===== src/rtl/k_wctl_g_if.sv =====
// Producer/memory-facing signal bundle for the async FIFO write-side control.
// The master side is the producer and the read-domain pointer source; the slave side is k_wctl_g.
interface k_wctl_g_if #(
  parameter int addr_size = 4
);
  logic                 wput;
  logic                 wclr_ovf;
  logic [addr_size:0]   rptr;
  logic                 wen;
  logic [addr_size-1:0] waddr;
  logic [addr_size:0]   wptr;
  logic                 wfull;
  logic                 walmost_full;
  logic [addr_size:0]   wcount;
  logic                 woverflow;

  modport master (
    output wput, wclr_ovf, rptr,
    input  wen, waddr, wptr, wfull, walmost_full, wcount, woverflow
  );

  modport slave (
    input  wput, wclr_ovf, rptr,
    output wen, waddr, wptr, wfull, walmost_full, wcount, woverflow
  );
endinterface


===== src/rtl/k_wctl_g.sv =====
// Async FIFO write-side control: it holds the binary and Gray write pointers and synchronises the read Gray pointer into wclk.
// Full, almost-full and fill count are derived from that stale read pointer, so they can only overstate the fill level.
module k_wctl_g #(
  parameter int addr_size    = 4,
  parameter int afull_margin = 2
) (
  input  logic      wclk,
  input  logic      wrst_n,
  k_wctl_g_if.slave bus
);
  localparam logic [addr_size:0] afull_level = (addr_size+1)'((1 << addr_size) - afull_margin);

  logic [addr_size:0] wbin;
  logic [addr_size:0] wbin_next;
  logic [addr_size:0] wgray_next;
  logic [addr_size:0] wptr_q;
  logic [addr_size:0] wq1_rptr;
  logic [addr_size:0] wq2_rptr;
  logic [addr_size:0] rbin_s;
  logic [addr_size:0] full_ptr;
  logic [addr_size:0] fill_next;
  logic [addr_size:0] wcount_q;
  logic               wfull_q;
  logic               walmost_full_q;
  logic               woverflow_q;
  logic               wen;

  always_comb begin
    wen        = bus.wput & ~wfull_q & wrst_n;
    wbin_next  = wbin + {{addr_size{1'b0}}, wen};
    wgray_next = (wbin_next >> 1) ^ wbin_next;
    // Each binary bit is the XOR of the Gray bits at and above it.
    rbin_s = '0;
    for (int unsigned i = 0; i <= addr_size; i++) begin
      rbin_s[i] = ^(wq2_rptr >> i);
    end
    full_ptr  = {~wq2_rptr[addr_size:addr_size-1], wq2_rptr[addr_size-2:0]};
    fill_next = wbin_next - rbin_s;
  end

  always_ff @(posedge wclk) begin
    if (!wrst_n) begin
      wbin           <= '0;
      wptr_q         <= '0;
      wq1_rptr       <= '0;
      wq2_rptr       <= '0;
      wfull_q        <= 1'b0;
      walmost_full_q <= 1'b0;
      wcount_q       <= '0;
      woverflow_q    <= 1'b0;
    end else begin
      wbin           <= wbin_next;
      wptr_q         <= wgray_next;
      wq1_rptr       <= bus.rptr;
      wq2_rptr       <= wq1_rptr;
      wfull_q        <= (wgray_next == full_ptr);
      walmost_full_q <= (fill_next >= afull_level);
      wcount_q       <= fill_next;
      // A set request takes priority over a clear request that arrives in the same cycle.
      woverflow_q    <= (bus.wput & wfull_q) | (woverflow_q & ~bus.wclr_ovf);
    end
  end

  always_comb begin
    bus.wen          = wen;
    bus.waddr        = wbin[addr_size-1:0];
    bus.wptr         = wptr_q;
    bus.wfull        = wfull_q;
    bus.walmost_full = walmost_full_q;
    bus.wcount       = wcount_q;
    bus.woverflow    = woverflow_q;
  end
endmodule


===== src/flat_wrapper.sv =====
// flat-port wrapper written by rule: the top's interface ports become plain ports
module k_wctl_g_flat 
#(
  parameter int addr_size    = 4,
  parameter int afull_margin = 2
)
  (wclk, wrst_n, bus_wput, bus_wclr_ovf, bus_rptr, bus_wen, bus_waddr, bus_wptr, bus_wfull, bus_walmost_full, bus_wcount, bus_woverflow);
  k_wctl_g_if #(.addr_size(addr_size)) bus_i ();
  input  logic wclk;
  input  logic wrst_n;
  input wire logic [$bits(bus_i.wput)-1:0] bus_wput;
  input wire logic [$bits(bus_i.wclr_ovf)-1:0] bus_wclr_ovf;
  input wire logic [$bits(bus_i.rptr)-1:0] bus_rptr;
  output wire logic [$bits(bus_i.wen)-1:0] bus_wen;
  output wire logic [$bits(bus_i.waddr)-1:0] bus_waddr;
  output wire logic [$bits(bus_i.wptr)-1:0] bus_wptr;
  output wire logic [$bits(bus_i.wfull)-1:0] bus_wfull;
  output wire logic [$bits(bus_i.walmost_full)-1:0] bus_walmost_full;
  output wire logic [$bits(bus_i.wcount)-1:0] bus_wcount;
  output wire logic [$bits(bus_i.woverflow)-1:0] bus_woverflow;
  assign bus_i.wput = bus_wput;
  assign bus_i.wclr_ovf = bus_wclr_ovf;
  assign bus_i.rptr = bus_rptr;
  assign bus_wen = bus_i.wen;
  assign bus_waddr = bus_i.waddr;
  assign bus_wptr = bus_i.wptr;
  assign bus_wfull = bus_i.wfull;
  assign bus_walmost_full = bus_i.walmost_full;
  assign bus_wcount = bus_i.wcount;
  assign bus_woverflow = bus_i.woverflow;
  k_wctl_g #(.addr_size(addr_size), .afull_margin(afull_margin)) u_core (.wclk(wclk), .wrst_n(wrst_n), .bus(bus_i));
endmodule

===== config.mk =====
export PLATFORM = sky130hd
export DESIGN_NAME = k_wctl_g_flat
export DESIGN_NICKNAME = d
export VERILOG_FILES = /design/src/rtl/k_wctl_g_if.sv /design/src/rtl/k_wctl_g.sv /design/src/flat_wrapper.sv
export SDC_FILE = /design/constraint.sdc
export NUM_CORES = 1
export LEC_CHECK = 0
export ABC_AREA = 1
export CORE_ASPECT_RATIO = 1.5
export CORE_MARGIN = 4
export CORE_UTILIZATION = 25
export DETAILED_ROUTE_END_ITERATION = 10
export SETUP_SLACK_MARGIN = 0.2
export SYNTH_ARGS = -nofsm -noshare
export SYNTH_HDL_FRONTEND = slang
export SYNTH_SLANG_ARGS = --single-unit

===== constraint.sdc =====
create_clock -name wclk -period 3.1 [get_ports wclk]
set_input_delay 0.31 -clock wclk [delete_from_list [all_inputs] [get_ports wclk]]
set_output_delay 0.31 -clock wclk [all_outputs]
set_load 0.005 [all_outputs]

; ---- Word level (Yosys, flattened, before mapping)
; Index checks and enable logic that the tools add are counted.
[totals]
wordCells = 26
register_bits = 28
latchBits = 0
input_bits = 9
ram_bits = 0
mem_count = 0
rom_bits = 0
[classes]
bitwise = 9
n_shift = 0
n_mux = 0
n_mul = 0
magnitude_cmp = 1
eq_ne = 1
n_addsub = 2
div = 0
n_reduce_logical = 5
[ops]
columns = cell, n
row1 = $reduce_xor A5 Y1, 5
row2 = $add A5 B1 Y5, 1
row3 = $eq A5 B5 Y1, 1
row4 = $ge A5 B4 Y1 const B, 1
row5 = $sub A5 B5 Y5, 1
row6 = $xor A4 B5 Y5, 1
row7 = $and A1 B1 Y1, 4
row8 = $not A1 Y1, 2
row9 = $not A2 Y2, 1
row10 = $or A1 B1 Y1, 1

; ---- Longest topological paths before layout
[logic_depth]
depth_word = 6
mapped_depth = 15

; ---- Worst setup path before layout
; No wires, ideal clock.
[synth_path]
path_type = input to register
start = input port wrst_n
end = register u_core.walmost_full_q (netlist: u_core.bus.walmost_full)
path_stages = 13
n_path_buf = 1
t_required_ns = 2.985
arrival_ns = 2.129
setup_slack_ns = 0.856
path_cell_list = buf_2 -> nand2_1 -> nor2_1 -> ha_1 -> ha_1 -> inv_1 -> fa_1 -> inv_1 -> a21oi_1 -> nand2_1 -> nand3_1 -> nand3_1 -> nand2_1
[synth_via]
elab_chain_len = 4
[synth_lines]
columns = element, line_no
row1 = from (decl), flat_wrapper.sv:10  ; input logic wrst_n;
row2 = $and A1 B1 Y1, k_wctl_g.sv:29  ; wen = bus.wput & ~wfull_q & wrst_n;
row3 = named net bus_wen, flat_wrapper.sv:14  ; output wire logic [$bits(bus_i.wen)-1:0] bus_wen;
row4 = $add A5 B1 Y5, k_wctl_g.sv:30  ; wbin_next = wbin + {{addr_size{1'b0}}, wen};
row5 = named net u_core.wbin_next[1], k_wctl_g.sv:14  ; logic [addr_size:0] wbin_next;
row6 = $sub A5 B5 Y5, k_wctl_g.sv:38  ; fill_next = wbin_next - rbin_s;
row7 = $ge A5 B4 Y1, k_wctl_g.sv:57  ; walmost_full_q <= (fill_next >= afull_level);
row8 = to (signal assigned), k_wctl_g.sv:57
row9 = to (decl), k_wctl_g.sv:24  ; logic walmost_full_q;
; The timed path passes the listed nets, and every way through them passes these cells.
; A chain may end at the register's enable or synchronous reset.

; ---- Worst setup path in the final report
[layout_path]
start = input port wrst_n
end = register u_core.walmost_full_q (netlist: u_core.bus.walmost_full)
[layout_via]
elab_chain_len = 4
[layout_lines]
columns = element, line_no
row1 = $and A1 B1 Y1, k_wctl_g.sv:29
row2 = $add A5 B1 Y5, k_wctl_g.sv:30
row3 = named net u_core.wbin_next[1], k_wctl_g.sv:14
row4 = $sub A5 B5 Y5, k_wctl_g.sv:38
row5 = $ge A5 B4 Y1, k_wctl_g.sv:57
; The timed path passes the listed nets, and every way through them passes these cells.

==> flow_summary.yaml <==
timing:
  final_hold_viol_count: 0
  setup_tns_ns: 0
  fin_skew_ns: 0.00275
  min_period_ns: 2.41
  tightest_slew_ns: 0.383
  worst_slack_ns: 0.691
  setup_violations: 0
  rsz0062_at_grt: "no"
  slew_violations: 0
  min_period_over_period_pct: 77.7
  max_freq_mhz: 415
  relSlewSlack_pct: 74.4
floorplan:
  initial_core_util_pct: 26.0
  io_pins: 27
  die-width_microns: 66.2
  rows: 31
  die_y_microns: 95.3
  dieArea_sq_um: 6310
  coreArea_sq_um: 4890
route:
  dr_total_vias: 1080
  drtAntennaViolNets: 0
  drt_iter0_markers: 31
  post_drt_wl_per_cell_microns: 9.81
  vias_per_cell: 4.12
  dr.pass1.iters: 4
  drt-total-wl_microns: 2570
  drcViolationCount: 0
clock_tree:
  cts_resized: 0
  cts-htree-levels: 1
  cts-root-buf: "clkbuf_8"
  clk_path_buf_depth: 2
  postCtsSetupBuffers: 0
  clock-sinks: 27
  clk_latency_ns: 0.28
  clk_pin_slew_ns: 0.09
  cts_hold_buf: 0
  cts_made_buffers: 3
  cts_tree: "yes"
synthesis:
  yosys.area_share.simple_pct: 32.8
  synth-xor-area-share_pct: 4.73
  ys_types: 23
  synthAdderAreaFrac_pct: 6.50
  ys_seq_area_share_pct: 42.6
  syn_nets: 184
  ys_ff_latch: 27
  synth_compound_area_share_pct: 2.36
  syn_avg_cell_area_sq_um: 7.51
  synth_top_family_by_area: "simple AND/OR/NAND/NOR gates"
  synth_area_sq_um: 1270
  muxShareOfSynthArea_pct: 0
  netlist_instances: 169
  ys_warn_count: 0
power:
  p_per_area_nw_per_um2: 446
  total_power_mw: 0.733
  vdd_drop_max_mv: 0.201
  cellLeakagePower_nw: 0.805
placement:
  place_ws_ns: 0.363
  hpwl_microns: 2040
  placed_cell_area_sq_um: 1600
  gp_congestion: 0.955
  io_buffers: 26
cells_and_area:
  multi_input_area_sq_um: 589
  diodes: 0
  n_fill_cell: 532
  regArea_sq_um: 541
  layout_common_cells: "nand2_1 (42), inv_1 (29), dfxtp_1 (27)"
  drive_gt1_share_pct: 10.7
  final_common_cell: "nand2_1"
  areaGrowthSynthToFinish_pct: 29.4
  fin_area_sq_um: 1640
  fin_nets: 212
critical_path:
  r2r-start: "u_core.bus.wfull$_SDFF_PN0_"
  reg2reg_depth: 9
  worst-endpoint-arrival_ns: 2.64
  ff2ff_setup_slack_ns: 0.80
  required_ns: 3.33
  cp_max_fo: 6
  endpoint_kind: "flop"
  rr_endpoint: "u_core.bus.walmost_full$_SDFF_PN0_"
  critical_path_class: "in2reg"
  cpPeakStageDelay_ns: 0.47
  cp_cell_sequence: "clkdlybuf4s50_1, nand2_1, nor2_1, ha_1, ha_1, inv_1, fa_1, xor2_1, nor3_1, nand3_1, nand2_1"
  critPathLaunchType: "input pin"
  slowest_stage: "fa_1"
run:
  maxCapViolations: 0
min_path:
  hp-start: "u_core.wq1_rptr[2]$_SDFF_PN0_"
  min_path_cells: 2
  min_path_type: "reg2reg"
  hold_path_end: "u_core.wq2_rptr[2]$_SDFF_PN0_"
run_status:
  status: "finished clean"
global_route:
  grt_pass1_vias: 1017
  grtUsageTotal_pct: 9.39
  antenna_found_initial: 0
  grt_max_degree: 18
  grt_pass1_wl_microns: 4370
  global_route.overflow_total: 0
==> state kept, by name, summed over array words and instances, names as in the netlist <==
| name | count |
|---|---|
| u_core.bus.walmost_full | 1 |
| u_core.bus.wcount | 5 |
| u_core.bus.wfull | 1 |
| u_core.bus.woverflow | 1 |
| u_core.bus.wptr | 5 |
| u_core.wbin | 4 |
| u_core.wq1_rptr | 5 |
| u_core.wq2_rptr | 5 |
==> cells in the mapped netlist, drive strengths merged <==
cell type,number,area (sq um)
nand2,51,214
inv,31,116
dfxtp,27,541
nand3,19,110
nor2,13,48.8
a21oi,5,25.0
ha,5,62.6
nand4,4,31.3
xnor2,4,42.6
buf,3,20.0
xor2,2,17.5
clkbuf,1,3.75
fa,1,20.0
nand3b,1,7.51
nor3,1,5.00
o21ai,1,5.00
==> area by class of cell <==
type / count / area share [%]
clock buffer: 3 / 2.51
clock inverter: 1 / 0.305
inverter: 31 / 7.08
multi-input combinational: 107 / 35.9
sequential: 27 / 32.9
tap: 66 / 5.03
timing repair buffer: 27 / 16.3
==> cell families (layout without fill, tap and decap cells) <==
logic type	after synthesis	after routing
fa+ha+maj	6	6
compound gates	6	6
xor+xnor	6	6
buf+inv	35	62
simple gates	89	89
flops	27	27
==> per-stage QoR <==
| stage | cells | util, % | hold slack (ns) |
|---|---|---|---|
| finish | 262 | 33.6 | 0.418 |
| global route | 262 | 33.6 | 0.436 |
| CTS | 262 | 33.6 | 0.420 |
| detailed placement | 258 | 32.7 | 0.396 |
| global placement | 258 | 32.7 | 0.393 |
| floorplan | 169 | - | 0.390 |
==> per-layer routing <==
layer | global-route usage, % | up-vias | part of all wire [%] | routed length, microns
li1 | - | 572 | - | -
met2 | 15.9 | 27 | 49 | 1260
met1 | 9.80 | 473 | 41 | 1060
met3 | 2.24 | 8 | 5.7 | 146
met4 | 7.12 | 0 | 4.0 | 102
met5 | 0 | - | 0 | 0
==> power breakdown <==
part / internal, mW / switching [mW] / total [mW]
Clock: 0.0903 / 0.112 / 0.202
Combinational: 0.0817 / 0.0685 / 0.150
Sequential: 0.372 / 0.00853 / 0.380
Total: 0.544 / 0.189 / 0.733
==> worst max path at each step <==
| stage | depth (start not counted) | endpoint | start |
|---|---|---|---|
| floorplan | 13 | u_core.bus.walmost_full$_SDFF_PN0_ | wrst_n |
| global placement | 11 | u_core.bus.walmost_full$_SDFF_PN0_ | wrst_n |
| detailed placement | 11 | u_core.bus.walmost_full$_SDFF_PN0_ | wrst_n |
| CTS | 11 | u_core.bus.walmost_full$_SDFF_PN0_ | wrst_n |
| global route | 11 | u_core.bus.walmost_full$_SDFF_PN0_ | wrst_n |
| finish | 11 | u_core.bus.walmost_full$_SDFF_PN0_ | wrst_n |
==> worst max-delay path: cells and delay by family <==
family | cells | cell delay, ns
AND/OR/NAND/NOR | 5 | 0.43
adder cells (fa/ha/maj) | 3 | 1.15
buffers and inverters | 2 | 0.55
XOR/XNOR | 1 | 0.19
Power figures use the tool's default switching activity.
==> patch 1: new RTL, config.mk and constraints unchanged <==
`addr_size` is set to 4 in 3 places; all go to 5.
--- a/src/rtl/k_wctl_g_if.sv
+++ b/src/rtl/k_wctl_g_if.sv
@@ -1,7 +1,7 @@
 // Producer/memory-facing signal bundle for the async FIFO write-side control.
 // The master side is the producer and the read-domain pointer source; the slave side is k_wctl_g.
 interface k_wctl_g_if #(
-  parameter int addr_size = 4
+  parameter int addr_size = 5
 );
   logic                 wput;
   logic                 wclr_ovf;
--- a/src/rtl/k_wctl_g.sv
+++ b/src/rtl/k_wctl_g.sv
@@ -1,7 +1,7 @@
 // Async FIFO write-side control: it holds the binary and Gray write pointers and synchronises the read Gray pointer into wclk.
 // Full, almost-full and fill count are derived from that stale read pointer, so they can only overstate the fill level.
 module k_wctl_g #(
-  parameter int addr_size    = 4,
+  parameter int addr_size    = 5,
   parameter int afull_margin = 2
 ) (
   input  logic      wclk,
--- a/src/flat_wrapper.sv
+++ b/src/flat_wrapper.sv
@@ -1,7 +1,7 @@
 // flat-port wrapper written by rule: the top's interface ports become plain ports
 module k_wctl_g_flat 
 #(
-  parameter int addr_size    = 4,
+  parameter int addr_size    = 5,
   parameter int afull_margin = 2
 )
   (wclk, wrst_n, bus_wput, bus_wclr_ovf, bus_rptr, bus_wen, bus_waddr, bus_wptr, bus_wfull, bus_walmost_full, bus_wcount, bus_woverflow);
Ports: changed (resized bus_rptr, bus_waddr, bus_wcount and bus_wptr); port bits go from 27 to 31. The function was not compared with the original's and may differ.
==> patch 1 against the original RTL <==
- synthesized area increased by 21%
- worst hold slack worse by 4.9 ps
- routed wire length increased by 20%
- sequential cell count grew 5
- sequential share of layout area is 1.2 points lower
- final area is 23% higher
- worst setup slack got worse by 55 ps
- count of clock-buffer cells in the layout rose by 3
- cell count up 21%
- global-route usage down 0.31 points
- fmax shrank 2.2%
- combinational power grew 29%
- total power grew 41%
- largest cell class unchanged
==> patch 1: results (changes against the original RTL) <==
- Clock latency on the worst-skew pair: 280 ps (about the same)
- Post-synthesis sequential area ratio: 0.416 (was 0.426)
- Capturing point of the worst reg2reg path: u_core.bus.walmost_full (unchanged)
- Longest Clk Path Bufs: 2 (unchanged)
- Number of fillers in the final layout: 623 (was 532)
- Number of buffers created by CTS: 5 (was 3)
- Detailed Routing Iterations Pass 1: 5 (was 4)
- Largest net degree at the start of global routing: 19 (was 18)
- Diode count: 0 (unchanged)
- Post-route clock skew: 3.38 ps (was 2.75 ps)
- Clk slew on worst S/H paths: 60 ps (was 90 ps)
- Arrival time of the worst setup path: 2640 ps (about the same)
- Slack of the worst reg-to-reg path: 820 ps (was 800 ps)
- Worst reg2reg startpoint: u_core.wq2_rptr[4] (was u_core.bus.wfull)
- Maximum fanout along the worst path: 3 (was 6)
- DRC viols: 0 (unchanged)
- Worst min-delay path endpoint: u_core.wq2_rptr[2] (unchanged)
- Post-CTS setup buffer count: 0 (unchanged)
- Vias in the first global route: 1,295 (was 1,017)
- Mean post-synth cell area: 7.30 µm² (was 7.51 µm²)
- Fraction of synthesis flops using an asynchronous set or reset pin: 0 (unchanged)
- Total nets after synthesis: 228 (was 184)
- Setup total negative slack: 0 ps (unchanged)
- Net count, final: 262 (was 212)
- Resized Gates After CTS: 0 (unchanged)
- Worst reg-to-reg path cell count: 11 (was 9)
- WHS Path Cells: 2 (unchanged)
- Global placement routability congestion: 0.799 (was 0.955)
- Detailed placement HPWL: 2500 µm (was 2040 µm)
- Distinct cell type count after synthesis: 29 (was 23)
- Initial antenna violation count: 0 (unchanged)
- Number of vias per cell: 4.20 (was 4.12)
- WL per Instance: 9.69 µm (was 9.81 µm)
- Run status: completed (unchanged)
- CTS H-Tree Depth: 2 (was 1)
- Overall track demand over capacity in global routing: 0.0907 (was 0.0939)
- Final std cells w/o fill: 318 (was 262)
- YS warnings: 0 (unchanged)
- Main area contributors after synthesis: dfxtp_1 (42%), nand2_1 (16%), inv_1 (7.3%), nand3_1 (5.5%), nor2_1 (5.1%) (was dfxtp_1 (43%), nand2_1 (12%), inv_1 (8.6%), nand3_1 (6.3%), ha_1 (4.9%))
- Post-Place Cells: 310 (was 258)
- HP Class: reg -> reg (unchanged)
- Startpoint of the tightest hold check path: u_core.wq1_rptr[2] (unchanged)
- Buffers on Ports: 30 (was 26)
- Layout cells sized above 1: 0.0772 (was 0.107)
- Internal power of the cells: 0.777 mW (was 0.544 mW)
- Wire length of the first global-routing pass: 5430 µm (was 4370 µm)
- Worst slew margin relative to its limit: 0.664 (was 0.744)
- Worst voltage drop across the vdd grid: 0.245 mV (was 0.201 mV)
- Iter 0 DRT Violations: 55 (was 31)
- List of most frequent post-synthesis cells: nand2_1 (67), dfxtp_1 (32), inv_1 (30) (was nand2_1 (42), inv_1 (29), dfxtp_1 (27))
- Leakage: 0.989 nW (was 0.805 nW)
- Worst hold-check slack: 414 ps (was 418 ps)
- Cell chosen for the clock root: clkbuf_8 (unchanged)
## patch 1: metal layers
layer / vias up / wire [µm] / GRT usage
li1: 706 / - / -
met1: 587 / 1270 / 0.0954
met2: 39 / 1520 / 0.158
met3: 5 / 240 / 0.0309
met4: 0 / 57 / 0.0403
met5: - / 0 / 0
## patch 1: worst max-delay path by stage
stage	from	endpoint	slack [ps]	cells past startpoint
finish	bus_wput	u_core.bus.walmost_full	640	13
CTS	bus_wput	u_core.bus.walmost_full	650	13
detailed placement	bus_wput	u_core.bus.walmost_full	360	13
global placement	bus_wput	u_core.bus.walmost_full	390	13
global route	bus_wput	u_core.bus.walmost_full	360	13
floorplan	wrst_n	u_core.bus.walmost_full	820	13
## patch 1: power groups by stage
stage | Clock [mW] | Sequential [mW] | Combinational (mW)
floorplan | 0 | 0.463 | 0.114
global placement | 0 | 0.462 | 0.193
detailed placement | 0 | 0.462 | 0.196
CTS | 0.399 | 0.453 | 0.197
global route | 0.414 | 0.456 | 0.219
finish | 0.385 | 0.452 | 0.193
## patch 1: final cells by class
type                            count  area (µm²)  area share
Multi-Input combinational cell    142         752       0.372
Sequential cell                    32         641       0.317
Timing Repair Buffer               31         308       0.152
Inverter                           33         124      0.0613
Tap cell                           72        90.1      0.0446
Clock buffer                        6        72.6      0.0359
Clock inverter                      2        35.0      0.0173
## patch 1: metrics by stage
| stage | setup WS, ps | total power [mW] | instance area, µm² |
|---|---|---|---|
| final | 636 | 1.03 | 2020 |
| after global placement | 395 | 0.655 | 1910 |
| after global routing | 357 | 1.09 | 2020 |
| after CTS | 654 | 1.05 | 2020 |
| after floorplan | 824 | 0.577 | 1540 |
| after detailed placement | 357 | 0.658 | 1910 |
## patch 1: kinds of logic (layout without fill, tap and decap cells)
group / count (synthesis) / after routing / synth area share
buf+inv: 37 / 72 / 0.0958
compound gates: 5 / 5 / 0.0179
xor+xnor: 12 / 12 / 0.0731
fa+ha+maj: 7 / 7 / 0.0617
flops: 32 / 32 / 0.416
simple gates: 118 / 118 / 0.336
## patch 1: critical path, stage by stage
cell	delay, ps
clkdlybuf4s50_1	470
nand2_1	50
nor2_1	180
ha_1	220
nand2_2	80
nor3_4	200
xor2_2	240
ha_1	300
or2_2	320
nand2_1	70
nand2_1	60
nand3_1	90
nand2_1	60
==> patch 2: new RTL, same settings <==
Without the edit above. Reset style: asynchronous (`wrst_n`), changed in one clocked block.
--- a/src/rtl/k_wctl_g.sv
+++ b/src/rtl/k_wctl_g.sv
@@ -38,7 +38,7 @@
     fill_next = wbin_next - rbin_s;
   end
 
-  always_ff @(posedge wclk) begin
+  always_ff @(posedge wclk or negedge wrst_n) begin
     if (!wrst_n) begin
       wbin           <= '0;
       wptr_q         <= '0;
Formal check against the unedited RTL: differs if wrst_n is asserted again (counterexample within 4 cycles, from zero or initial values and one cycle with wrst_n low); with wrst_n held inactive, the same outputs for 10 cycles.
==> patch 2 against the original RTL <==
- critical endpoint is now u_core.bus.walmost_full
- worst setup slack got worse by 150 ps
- clock skew decreased by 1.3 ps
- final area shrank 0.30%
- sequential cell count stayed put
- count of clock-buffer cells in the layout up 1
- routed wire length fell by 4.8%
- synthesized area is 1.9% lower
- via count shrank 12%
- critical path depth is 4 higher
- largest cell class is now flip-flops and latches
Power is not compared: it rests on default switching activity, and its combinational part moved more than twofold at a synthesized area within 25%.
==> patch 2: results (changes against the original RTL) <==
- Net count, final: 182 (was 212)
- Initial antenna violation count: 0 (unchanged)
- Total wire length after detailed routing: 2450 µm (was 2570 µm)
- Overall track demand over capacity in global routing: 0.0885 (was 0.0939)
- Number of vias per cell: 4.12 (about the same)
- Iter 0 DRT Violations: 16 (was 31)
- Longest Clk Path Bufs: 2 (unchanged)
- CTS H-Tree Depth: 1 (unchanged)
- Main area contributors after synthesis: dfrtp_1 (54%), nand2_1 (13%), inv_1 (5.4%), ha_1 (5.0%), nand3_1 (4.4%) (was dfxtp_1 (43%), nand2_1 (12%), inv_1 (8.6%), nand3_1 (6.3%), ha_1 (4.9%))
- Cell chosen for the clock root: clkbuf_8 (unchanged)
- List of most frequent post-synthesis cells: nand2_1 (42), dfrtp_1 (27), inv_1 (18) (was nand2_1 (42), inv_1 (29), dfxtp_1 (27))
- Instance area at placement: 0.00159 mm² (was 0.00160 mm²)
- Fraction of synthesis flops using an asynchronous set or reset pin: 1.00 (was 0)
- Post-synthesis sequential area ratio: 0.542 (was 0.426)
- YS warnings: 0 (unchanged)
- Arrival time of the worst setup path: 2770 ps (was 2640 ps)
- Worst voltage drop across the vdd grid: 0.403 mV
- Number of fillers in the final layout: 500 (was 532)
- Maximum fanout along the worst path: 5 (was 6)
- Final global-route overflow total: 0 (unchanged)
- Layout cells sized above 1: 0.0964 (was 0.107)
- HP Class: reg -> reg (unchanged)
- Resized Gates After CTS: 0 (unchanged)
- Clock latency on the worst-skew pair: roughly 270 ps
- Worst slew margin relative to its limit: 0.773 (was 0.744)
- Clk slew on worst S/H paths: 90 ps (about the same)
- Post-route clock skew: 1.46 ps (was 2.75 ps)
- Wire length of the first global-routing pass: 4200 µm (was 4370 µm)
- Global placement routability congestion: 0.800 (was 0.955)
- Buffers on Ports: 26 (unchanged)
- Detailed placement HPWL: 1990 µm (was 2040 µm)
- Post-CTS setup buffer count: 0 (unchanged)
- Run status: completed (unchanged)
- Distinct cell type count after synthesis: 20 (was 23)
- Number of buffers created by CTS: 3 (unchanged)
- Primary flip-flop cell chosen by synthesis mapping: dfrtp_1 (was dfxtp_1)
- Total nets after synthesis: 150 (was 184)
- Largest net degree at the start of global routing: 28 (was 18)
- Vias in the first global route: 976 (was 1,017)
- Leakage: 0.801 nW
- Diode count: 0 (unchanged)
- Detailed Routing Iterations Pass 1: 5 (was 4)
## patch 2: cell count changes after synthesis, moves of 3 or more
cell	change
nand3_2	-3
inv_1	-11
dfxtp_1	-27
nand2_2	-4
dfrtp_1	+27
nand3_1	-5
a21oi_1	-5
nor2_1	-7
## patch 2: per-stage QoR
| stage | cells | worst slack, ps | hold slack (ps) | util |
|---|---|---|---|---|
| after floorplan | 135 | 944 | 14.4 | - |
| after global placement | 228 | 287 | 333 | 0.329 |
| after detailed placement | 228 | 255 | 335 | 0.329 |
| after CTS | 232 | 524 | 356 | 0.338 |
| after global routing | 232 | 276 | 359 | 0.338 |
| final | 232 | 544 | 352 | 0.338 |
## patch 2: critical path: stages
cell,delay [ps]
clkdlybuf4s50_1,540
nand2_1,70
nor2_1,140
ha_1,230
ha_1,250
nand2_1,120
nand2_2,120
inv_2,50
ha_1,330
nand2_1,80
nand2_1,50
a31oi_1,180
nand3b_1,160
nand3_1,70
nand2_1,70
## patch 2: path summary, 6_finish.rpt
path / start / to / slack, ps / depth (start not counted)
max in group asynchronous: wrst_n / u_core.wq2_rptr[3] / 2340 / 2
hold reg to reg: u_core.wq1_rptr[0] / u_core.wq2_rptr[0] / 350 / 0
hold / removal: u_core.wq1_rptr[0] / u_core.wq2_rptr[0] / 350 / 0
min in group asynchronous: wrst_n / u_core.bus.wptr[1] / 520 / 2
setup reg to reg: u_core.wq2_rptr[3] / u_core.bus.walmost_full / 750 / 11
setup / recovery: wrst_n / u_core.bus.walmost_full / 540 / 15
## patch 2: kinds of logic after synthesis
group | share of synthesized area
AND/OR/NAND/NOR | 0.256
flip-flops | 0.542
buffers and inverters | 0.0723
adder cells (fa/ha/maj) | 0.0663
XOR/XNOR | 0.0472
AO/OA/AOI/OAI | 0.0161
## patch 2: final cells by class
cell class | count | share of cell area
multi-input combinational | 86 | 0.293
tap | 66 | 0.0504
sequential | 27 | 0.413
timing repair buffer | 28 | 0.168
clock buffer | 4 | 0.0275
inverter | 21 | 0.0481
## patch 2: power breakdown
group | switching, mW | total (mW) | internal [mW]
combinational | 0.408 | 0.797 | 0.389
clock | 0.102 | 0.194 | 0.0919
sequential | 0.0734 | 0.541 | 0.467
## patch 2: per-layer routing
layer  vias to the layer above  share of wire  routed length, µm  GRT usage
li1                        479              -                  -          -
met1                       442           0.37                895     0.0878
met2                        25           0.55               1330      0.163
met3                         9          0.040                 98     0.0119
met4                         0          0.049                120     0.0640
met5                         -              0                  0          0
